<file path="src/rtl/nmi_pkg.sv">
// Shared types and constants for the NMI arbiter: FSM states, default
// timing, and the fixed source slots on the NMI line.
package nmi_pkg;

  typedef enum logic [2:0] {
    ST_IDLE   = 3'd0,
    ST_ARMED  = 3'd1,
    ST_PULSE  = 3'd2,
    ST_INSIDE = 3'd3,
    ST_EXIT   = 3'd4
  } state_t;

  localparam int NSRC_DEF      = 4;
  localparam int PULSE_LEN_DEF = 16;
  localparam int EXIT_RFSH_DEF = 3;

  // Source slots; a lower index wins when several are pending.
  localparam int SRC_BUTTON = 0;
  localparam int SRC_SPI    = 1;
  localparam int SRC_DBG    = 2;
  localparam int SRC_SW     = 3;

endpackage

</file>
<file path="src/rtl/nmi_arbiter_if.sv">
// Bus between the system (zports/slavespi/clock generator) and the NMI
// arbiter. The system side is the master, the arbiter is the slave.
//
// Signalling: there is no valid/ready pair on this bus. int_start and
// clr_nmi are single-cycle strobes taken on the fclk edge where they are
// high. zpos && !rfsh_n marks one refresh cycle. req is level; only its
// rising edge (while mask is set) counts as a request. Every output is
// valid on every cycle with no handshake. state is a read-only debug view
// of the arbiter FSM.
interface nmi_arbiter_if #(
  parameter int NSRC = 4
);
  import nmi_pkg::*;

  logic            zpos;
  logic            rfsh_n;
  logic            int_start;
  logic [NSRC-1:0] req;
  logic [NSRC-1:0] mask;
  logic            clr_nmi;
  logic            gen_nmi;
  logic            in_nmi;
  logic [NSRC-1:0] nmi_cause;
  logic [NSRC-1:0] pending;
  logic            busy;
  state_t          state;

  modport master (
    output zpos, rfsh_n, int_start, req, mask, clr_nmi,
    input  gen_nmi, in_nmi, nmi_cause, pending, busy, state
  );

  modport slave (
    input  zpos, rfsh_n, int_start, req, mask, clr_nmi,
    output gen_nmi, in_nmi, nmi_cause, pending, busy, state
  );

endinterface

</file>
<file path="src/rtl/nmi_prio_enc.sv">
// Fixed-priority one-hot encoder: the lowest set bit of req wins.
module nmi_prio_enc #(
  parameter int NSRC = 4
) (
  input  logic [NSRC-1:0] req,
  output logic [NSRC-1:0] grant
);

  // Walk from index 0 upward and keep only the first set bit.
  always_comb begin
    logic found;
    grant = '0;
    found = 1'b0;
    for (int i = 0; i < NSRC; i++) begin
      if (req[i] && !found) begin
        grant[i] = 1'b1;
        found    = 1'b1;
      end
    end
  end

endmodule

</file>
<file path="src/rtl/nmi_arbiter.sv">
// Shares the Z80 NMI line between several requesters. Requests are edge
// latched per source, one is chosen by fixed priority at the frame INT,
// the NMI pulse is driven for PULSE_LEN fclk cycles, and in_nmi (page-0
// remap) is held until the CPU writes the clear port and EXIT_RFSH refresh
// cycles have passed.
module nmi_arbiter
  import nmi_pkg::*;
#(
  parameter int NSRC      = NSRC_DEF,
  parameter int PULSE_LEN = PULSE_LEN_DEF,
  parameter int EXIT_RFSH = EXIT_RFSH_DEF
) (
  input  logic          fclk,
  input  logic          rst,
  nmi_arbiter_if.slave  bus
);

  state_t          state_q, state_d;
  logic [NSRC-1:0] req_r;
  logic [NSRC-1:0] pending_q;
  logic [NSRC-1:0] rise;
  logic [NSRC-1:0] grant;
  logic [NSRC-1:0] grant_clr;
  logic [NSRC-1:0] cause_q, cause_d;
  logic [7:0]      pulse_cnt_q, pulse_cnt_d;
  logic [2:0]      exit_cnt_q, exit_cnt_d;
  logic            in_nmi_q, in_nmi_d;
  logic            rfsh_tick;

  // A request that rises while its source is masked is simply lost.
  assign rise      = bus.req & ~req_r & bus.mask;
  assign rfsh_tick = bus.zpos & ~bus.rfsh_n;

  nmi_prio_enc #(
    .NSRC (NSRC)
  ) u_prio (
    .req   (pending_q),
    .grant (grant)
  );

  // State, counters and request latches; everything clears on rst.
  always_ff @(posedge fclk) begin
    if (rst) begin
      state_q     <= ST_IDLE;
      req_r       <= '0;
      pending_q   <= '0;
      cause_q     <= '0;
      pulse_cnt_q <= '0;
      exit_cnt_q  <= '0;
      in_nmi_q    <= 1'b0;
    end else begin
      state_q     <= state_d;
      req_r       <= bus.req;
      pending_q   <= (pending_q | rise) & bus.mask & ~grant_clr;
      cause_q     <= cause_d;
      pulse_cnt_q <= pulse_cnt_d;
      exit_cnt_q  <= exit_cnt_d;
      in_nmi_q    <= in_nmi_d;
    end
  end

  // Next state, counter updates and grant. The grant looks only at the
  // registered pending vector, so a request rising on the int_start cycle
  // waits for the following frame.
  always_comb begin
    state_d     = state_q;
    cause_d     = cause_q;
    pulse_cnt_d = pulse_cnt_q;
    exit_cnt_d  = exit_cnt_q;
    in_nmi_d    = in_nmi_q;
    grant_clr   = '0;
    case (state_q)
      ST_IDLE: begin
        if (|pending_q) state_d = ST_ARMED;
      end
      ST_ARMED: begin
        if (bus.int_start && (|pending_q)) begin
          cause_d     = grant;
          grant_clr   = grant;
          in_nmi_d    = 1'b1;
          pulse_cnt_d = 8'(PULSE_LEN);
          state_d     = ST_PULSE;
        end else if (!(|pending_q)) begin
          state_d = ST_IDLE;
        end
      end
      ST_PULSE: begin
        if (pulse_cnt_q != 8'd0) pulse_cnt_d = pulse_cnt_q - 8'd1;
        if (pulse_cnt_q <= 8'd1) state_d = ST_INSIDE;
      end
      ST_INSIDE: begin
        if (bus.clr_nmi) begin
          exit_cnt_d = 3'(EXIT_RFSH);
          state_d    = ST_EXIT;
        end
      end
      ST_EXIT: begin
        // A repeated clear restarts the refresh countdown.
        if (bus.clr_nmi) begin
          exit_cnt_d = 3'(EXIT_RFSH);
        end else if (rfsh_tick) begin
          if (exit_cnt_q <= 3'd1) begin
            exit_cnt_d = 3'd0;
            in_nmi_d   = 1'b0;
            state_d    = (|pending_q) ? ST_ARMED : ST_IDLE;
          end else begin
            exit_cnt_d = exit_cnt_q - 3'd1;
          end
        end
      end
      default: state_d = ST_IDLE;
    endcase
  end

  // gen_nmi is gated by rst so the NMI line releases without waiting for
  // the reset edge.
  assign bus.gen_nmi   = (state_q == ST_PULSE) && (pulse_cnt_q != 8'd0) && !rst;
  assign bus.in_nmi    = in_nmi_q;
  assign bus.nmi_cause = cause_q;
  assign bus.pending   = pending_q;
  assign bus.busy      = (state_q != ST_IDLE);
  assign bus.state     = state_q;

endmodule
</file>
<file path="src/flat_wrapper.sv">
// flat-port wrapper written by rule: the top's interface ports become plain ports
module nmi_arbiter_flat import nmi_pkg::*;
#(
  parameter int NSRC      = NSRC_DEF,
  parameter int PULSE_LEN = PULSE_LEN_DEF,
  parameter int EXIT_RFSH = EXIT_RFSH_DEF
)
  (fclk, rst, bus_zpos, bus_rfsh_n, bus_int_start, bus_req, bus_mask, bus_clr_nmi, bus_gen_nmi, bus_in_nmi, bus_nmi_cause, bus_pending, bus_busy, bus_state);
  nmi_arbiter_if #(.NSRC(NSRC)) bus_i ();
  input  logic fclk;
  input  logic rst;
  input wire logic [$bits(bus_i.zpos)-1:0] bus_zpos;
  input wire logic [$bits(bus_i.rfsh_n)-1:0] bus_rfsh_n;
  input wire logic [$bits(bus_i.int_start)-1:0] bus_int_start;
  input wire logic [$bits(bus_i.req)-1:0] bus_req;
  input wire logic [$bits(bus_i.mask)-1:0] bus_mask;
  input wire logic [$bits(bus_i.clr_nmi)-1:0] bus_clr_nmi;
  output wire logic [$bits(bus_i.gen_nmi)-1:0] bus_gen_nmi;
  output wire logic [$bits(bus_i.in_nmi)-1:0] bus_in_nmi;
  output wire logic [$bits(bus_i.nmi_cause)-1:0] bus_nmi_cause;
  output wire logic [$bits(bus_i.pending)-1:0] bus_pending;
  output wire logic [$bits(bus_i.busy)-1:0] bus_busy;
  output wire logic [$bits(bus_i.state)-1:0] bus_state;
  assign bus_i.zpos = bus_zpos;
  assign bus_i.rfsh_n = bus_rfsh_n;
  assign bus_i.int_start = bus_int_start;
  assign bus_i.req = bus_req;
  assign bus_i.mask = bus_mask;
  assign bus_i.clr_nmi = bus_clr_nmi;
  assign bus_gen_nmi = bus_i.gen_nmi;
  assign bus_in_nmi = bus_i.in_nmi;
  assign bus_nmi_cause = bus_i.nmi_cause;
  assign bus_pending = bus_i.pending;
  assign bus_busy = bus_i.busy;
  assign bus_state = bus_i.state;
  nmi_arbiter #(.NSRC(NSRC), .PULSE_LEN(PULSE_LEN), .EXIT_RFSH(EXIT_RFSH)) u_core (.fclk(fclk), .rst(rst), .bus(bus_i));
endmodule
</file>
<file path="config.mk">
export PLATFORM = sky130hd
export DESIGN_NAME = nmi_arbiter_flat
export DESIGN_NICKNAME = d
export VERILOG_FILES = /design/src/rtl/nmi_pkg.sv /design/src/rtl/nmi_arbiter_if.sv /design/src/rtl/nmi_prio_enc.sv /design/src/rtl/nmi_arbiter.sv /design/src/flat_wrapper.sv
export SDC_FILE = /design/constraint.sdc
export NUM_CORES = 1
export LEC_CHECK = 0
export CAP_MARGIN = 20
export CELL_PAD_IN_SITES_DETAIL_PLACEMENT = 0
export CELL_PAD_IN_SITES_GLOBAL_PLACEMENT = 1
export CORE_ASPECT_RATIO = 1.4
export CORE_MARGIN = 3
export CORE_UTILIZATION = 40
export DETAILED_ROUTE_END_ITERATION = 10
export GPL_TIMING_DRIVEN = 0
export PLACE_DENSITY = 0.85
export SETUP_SLACK_MARGIN = 0.02
export SYNTH_ARGS = -nofsm -noshare
export SYNTH_HDL_FRONTEND = slang
export SYNTH_SLANG_ARGS = --single-unit
</file>
<file path="constraint.sdc">
create_clock -name fclk -period 4.6 [get_ports fclk]
set_input_delay 1.38 -clock fclk [delete_from_list [all_inputs] [get_ports fclk]]
set_output_delay 1.38 -clock fclk [all_outputs]
set_load 0.05 [all_outputs]
</file>
-- After elaboration in Yosys (flattened, before gate mapping)
Index checks and enable logic that the tools add are counted.
W data, S select, Z words.
- register bits after elaboration: 27
- bits in latches: 0
- RAM bits: 0
- bits in read-only memories: 0
- output and inout bits: 14
- logic and storage cells: 87
- memories kept: 0
- add/sub/neg operators: 2
- multiply operators: 0
- div/mod/pow operators: 0
- order comparisons: 2
- eq/ne operators: 14
- shift-type cells: 0
- mux-type cells: 31
- bitwise gates (word level): 9
- reductions and logical operators: 22
- operators with widths (operator ; count):
    $mux W3 ; 12
    $and A4 B4 Y4 ; 4
    $mux W8 ; 2
    $pmux W8 S2 ; 1
    $pmux W3 S5 ; 1
    $ne A2 B1 Y1 const B ; 6
    $mux W1 ; 11
    $le A8 B1 Y1 const B ; 1
    $mux W4 ; 2
    $not A4 Y4 ; 2
    $reduce_bool A8 Y1 ; 1
    $sub A8 B1 Y8 const B ; 1
    $reduce_and A7 Y1 ; 1
    $eq A3 B2 Y1 const B ; 2
    $logic_and A1 B1 Y1 ; 6
    $pmux W3 S2 ; 1
    $reduce_and A3 Y1 ; 2
    $reduce_bool A2 Y1 ; 3
    $reduce_and A5 Y1 ; 1
    $logic_not A1 Y1 ; 4
    $ne A2 B2 Y1 const B ; 2
    $or A4 B4 Y4 ; 1
    $reduce_or A4 Y1 ; 1
    $eq A3 B1 Y1 const B ; 1
    other kinds (11) ; 11

-- Depth between registers and ports, before layout
- depth in word-level cells: 14
- mapped depth: 6
- mapped depth without buffers: 6

-- Cells and area by module
A second synthesis with hierarchy kept.
- cells, all modules: 164
- area total of the unflattened synthesis: 1435.1 sq um
- by module, submodules not included (module ; instances ; cells an instance ; area an instance (sq um) ; seq. area each (sq um)):
    nmi_arbiter ; 1 ; 160 ; 1398.8 ; 540.5
    nmi_prio_enc ; 1 ; 4 ; 36.3 ; 0.0

-- Worst setup path after synthesis
Ideal clock, no wire load.
- path type: in2out
- from: in rst
- to: out bus_gen_nmi
- arrival time: 2.234 ns
- path slack: 0.986 ns
- stages: 2
- buffers on the path: 1
- cells stage by stage: clkbuf_1 nor2_1
- word-level cells in the longest chain between the ends: 2
- ends and longest elaborated chain (element ; RTL line ; RTL):
    start, declared ; flat_wrapper.sv:11 ; input logic rst;
    $logic_not A1 Y1 ; nmi_arbiter.sv:117 ; assign bus.gen_nmi = (state_q == ST_PULSE) && (pulse_cnt_q != 8'd0) && !rst;
    $logic_and A1 B1 Y1 ; nmi_arbiter.sv:117 ;
    end, declared ; flat_wrapper.sv:18 ; output wire logic [$bits(bus_i.gen_nmi)-1:0] bus_gen_nmi;
Every way passes these cells.

-- Worst setup path after layout
Ends and elaborated chain as after synthesis.

==> results_dict.tcl <==
set metrics [dict create \
    placeableCoreArea_sq_um 3180 \
    rr_startpoint "u_core.pulse_cnt_q[0]" \
    synthArstFlopShare 0 \
    numCtsBuffers 3 \
    drv_slew 0 \
    clk_latency_ps 270 \
    tritoncts "built" \
    crit_path_end_kind "output pin" \
    synth_edf_count 0 \
    maxCapViolations 0 \
    chipWidth_um 55.1 \
    initial_core_util 0.424 \
    path_class "primary input to output pin" \
    min_to "u_core.bus.nmi_cause[0]" \
    overflow 0 \
    viasPerCell 5.45 \
    critPathArrivalTime_ps 3060 \
    cts.reportedPaths.clkPinSlew_ps 90 \
    ctsResizeCount 0 \
    setup_violations 0 \
    first_pass_iters 4 \
    cellLeakagePower_nw 0.640 \
    utilization 0.540 \
    vias 1204 \
    synth-seq-area-share 0.400 \
    io_pins 28 \
    hold_buffers 0 \
    critPathLaunchType "primary input" \
    reg2reg_slack_ps 2750 \
    drt_iter0_markers 15 \
    dieArea_sq_um 4120 \
    row_count 24 \
    cts_setup_buffers 0 \
    grt_pass1_wl_um 5120 \
    ant_nets 0 \
    grt_pass1_vias 1173 \
    cts_buffer_depth 2 \
    drc 0 \
    peakVddDrop_v 0.000168 \
    syn2layout_area_growth_pct 27.3 \
    hp-class "flop to flop" \
    wirelength_um 3080 \
    synth.avg_cell_area_sq_um 8.94 \
    synthDistinctLibCells 43 \
    grt_usage 0.163 \
    htreeDepth 1 \
    min_from "u_core.bus.nmi_cause[0]" \
    syn_nets 169 \
    skew_ps 4.12 \
    finalHoldViolCount 0 \
    nets 201 \
    fmaxAchievable_ghz 0.225 \
    synth_top_flop_cell "dfxtp_1" \
    crit_fanout 10 \
    hpwl_um 2340 \
    tns_ps 0 \
    hold_depth 2 \
    outcome "complete, no violations" \
    rsz0062_at_grt "no" \
    worstPathRequired_ps 3220 \
    antenna_found_initial 0 \
    nFillCells 314 \
    cts.sinks 27 \
    power.density_nw_per_um2 267 \
    yosys_warnings 0 \
    numPortBuffers 27 \
    period_share 0.965 \
    period_minus_slack_ps 4440 \
    gp_congestion 0.754 \
    max_slew_margin 0.556 \
    reg2reg_to "u_core.pulse_cnt_q[4]" \
    mostFrequentLayoutCells "27 x clkdlybuf4s50_1, 27 x dfxtp_1, 15 x nand2_1, 13 x a21oi_1, 10 x nor2_1" \
    drive_gt1_frac 0.0989 \
    post_drt_wl_per_cell_um 13.9 \
    clockRootBuffer "clkbuf_8" \
    ys_ff_latch 27 \
    die_y_um 74.7 \
    antennaDiodeCount 0 \
    grt_max_degree 17 \
    max_slew.worst_pin.slew_ps 660 \
    syn_area_sq_um 1350 \
    synthesis.instances 151 \
    reg2reg_depth 6 \
]
registers in the layout, summed over array words and instances (netlist names):
signal / cells
u_core.pulse_cnt_q: 8
u_core.bus.nmi_cause: 4
u_core.bus.pending: 4
u_core.req_r: 4
u_core.bus.state: 3
u_core.exit_cnt_q: 3
u_core.bus.in_nmi: 1
cell usage after synthesis (all sizes together) (3+ instances only):
master / instances / area share
dfxtp: 27 / 0.40
o21ai: 6 / 0.025
nor4b: 4 / 0.035
nor2b: 8 / 0.037
o31ai: 3 / 0.017
nor2: 10 / 0.028
or4: 4 / 0.022
nand2: 16 / 0.050
ha: 4 / 0.037
inv: 8 / 0.022
nand2b: 3 / 0.014
nor3b: 3 / 0.025
a211oi: 3 / 0.017
buf: 5 / 0.022
a21oi: 13 / 0.048
nand3: 4 / 0.015
o21a: 3 / 0.017
power by group:
part	switching (mW)	internal (mW)	total, mW
Clock	0.0733	0.0613	0.135
Combinational	0.0456	0.0350	0.0806
Sequential	0.00452	0.240	0.245
Total	0.123	0.336	0.460
final cells by class:
class,count,area (sq um),share of cell area
clock buffer,3,41.3,0.0240
inverter,8,30.0,0.0175
buffer,7,38.8,0.0226
multi-input combinational,109,742,0.432
clock inverter,1,7.51,0.00437
timing repair buffer,27,270,0.157
sequential,27,541,0.314
tap,39,48.8,0.0284
kinds of logic after synthesis:
kind of cell | share of synthesized area
buf+inv | 0.0500
flops | 0.400
mux | 0.00741
fa+ha+maj | 0.0371
compound gates | 0.209
xor+xnor | 0.00649
simple gates | 0.290
through the flow:
step	cells	area [sq um]	setup WS (ps)	hold WS (ps)	power (mW)
3_5_place_dp	217	1670	70.4	449	0.331
6_report	221	1720	163	468	0.460
5_1_grt	221	1720	55.0	504	0.480
4_1_cts	221	1720	63.4	474	0.466
2_1_floorplan	151	1350	986	454	0.300
3_3_place_gp	217	1670	45.5	450	0.329
critical path: stages:
cell and delay [ps]:
clkdlybuf4s50_1 480, clkbuf_2 230, nor2_1 150, clkdlybuf4s50_1 810
routing by layer:
layer	routed length (um)	vias up	track usage
met2	1680	17	0.280
met5	0	-	0
met1	1300	573	0.201
met4	14	0	0.0459
met3	89	2	0.0356
li1	-	612	-
how the worst max path moves through the flow:
stage	slack, ps	endpoint	startpoint
2_1_floorplan	990	bus_gen_nmi	rst
6_report	160	bus_gen_nmi	rst
4_1_cts	60	bus_gen_nmi	rst
3_3_place_gp	50	bus_gen_nmi	rst
3_5_place_dp	70	bus_gen_nmi	rst
5_1_grt	60	bus_gen_nmi	rst
Power figures use the tool's default switching activity.
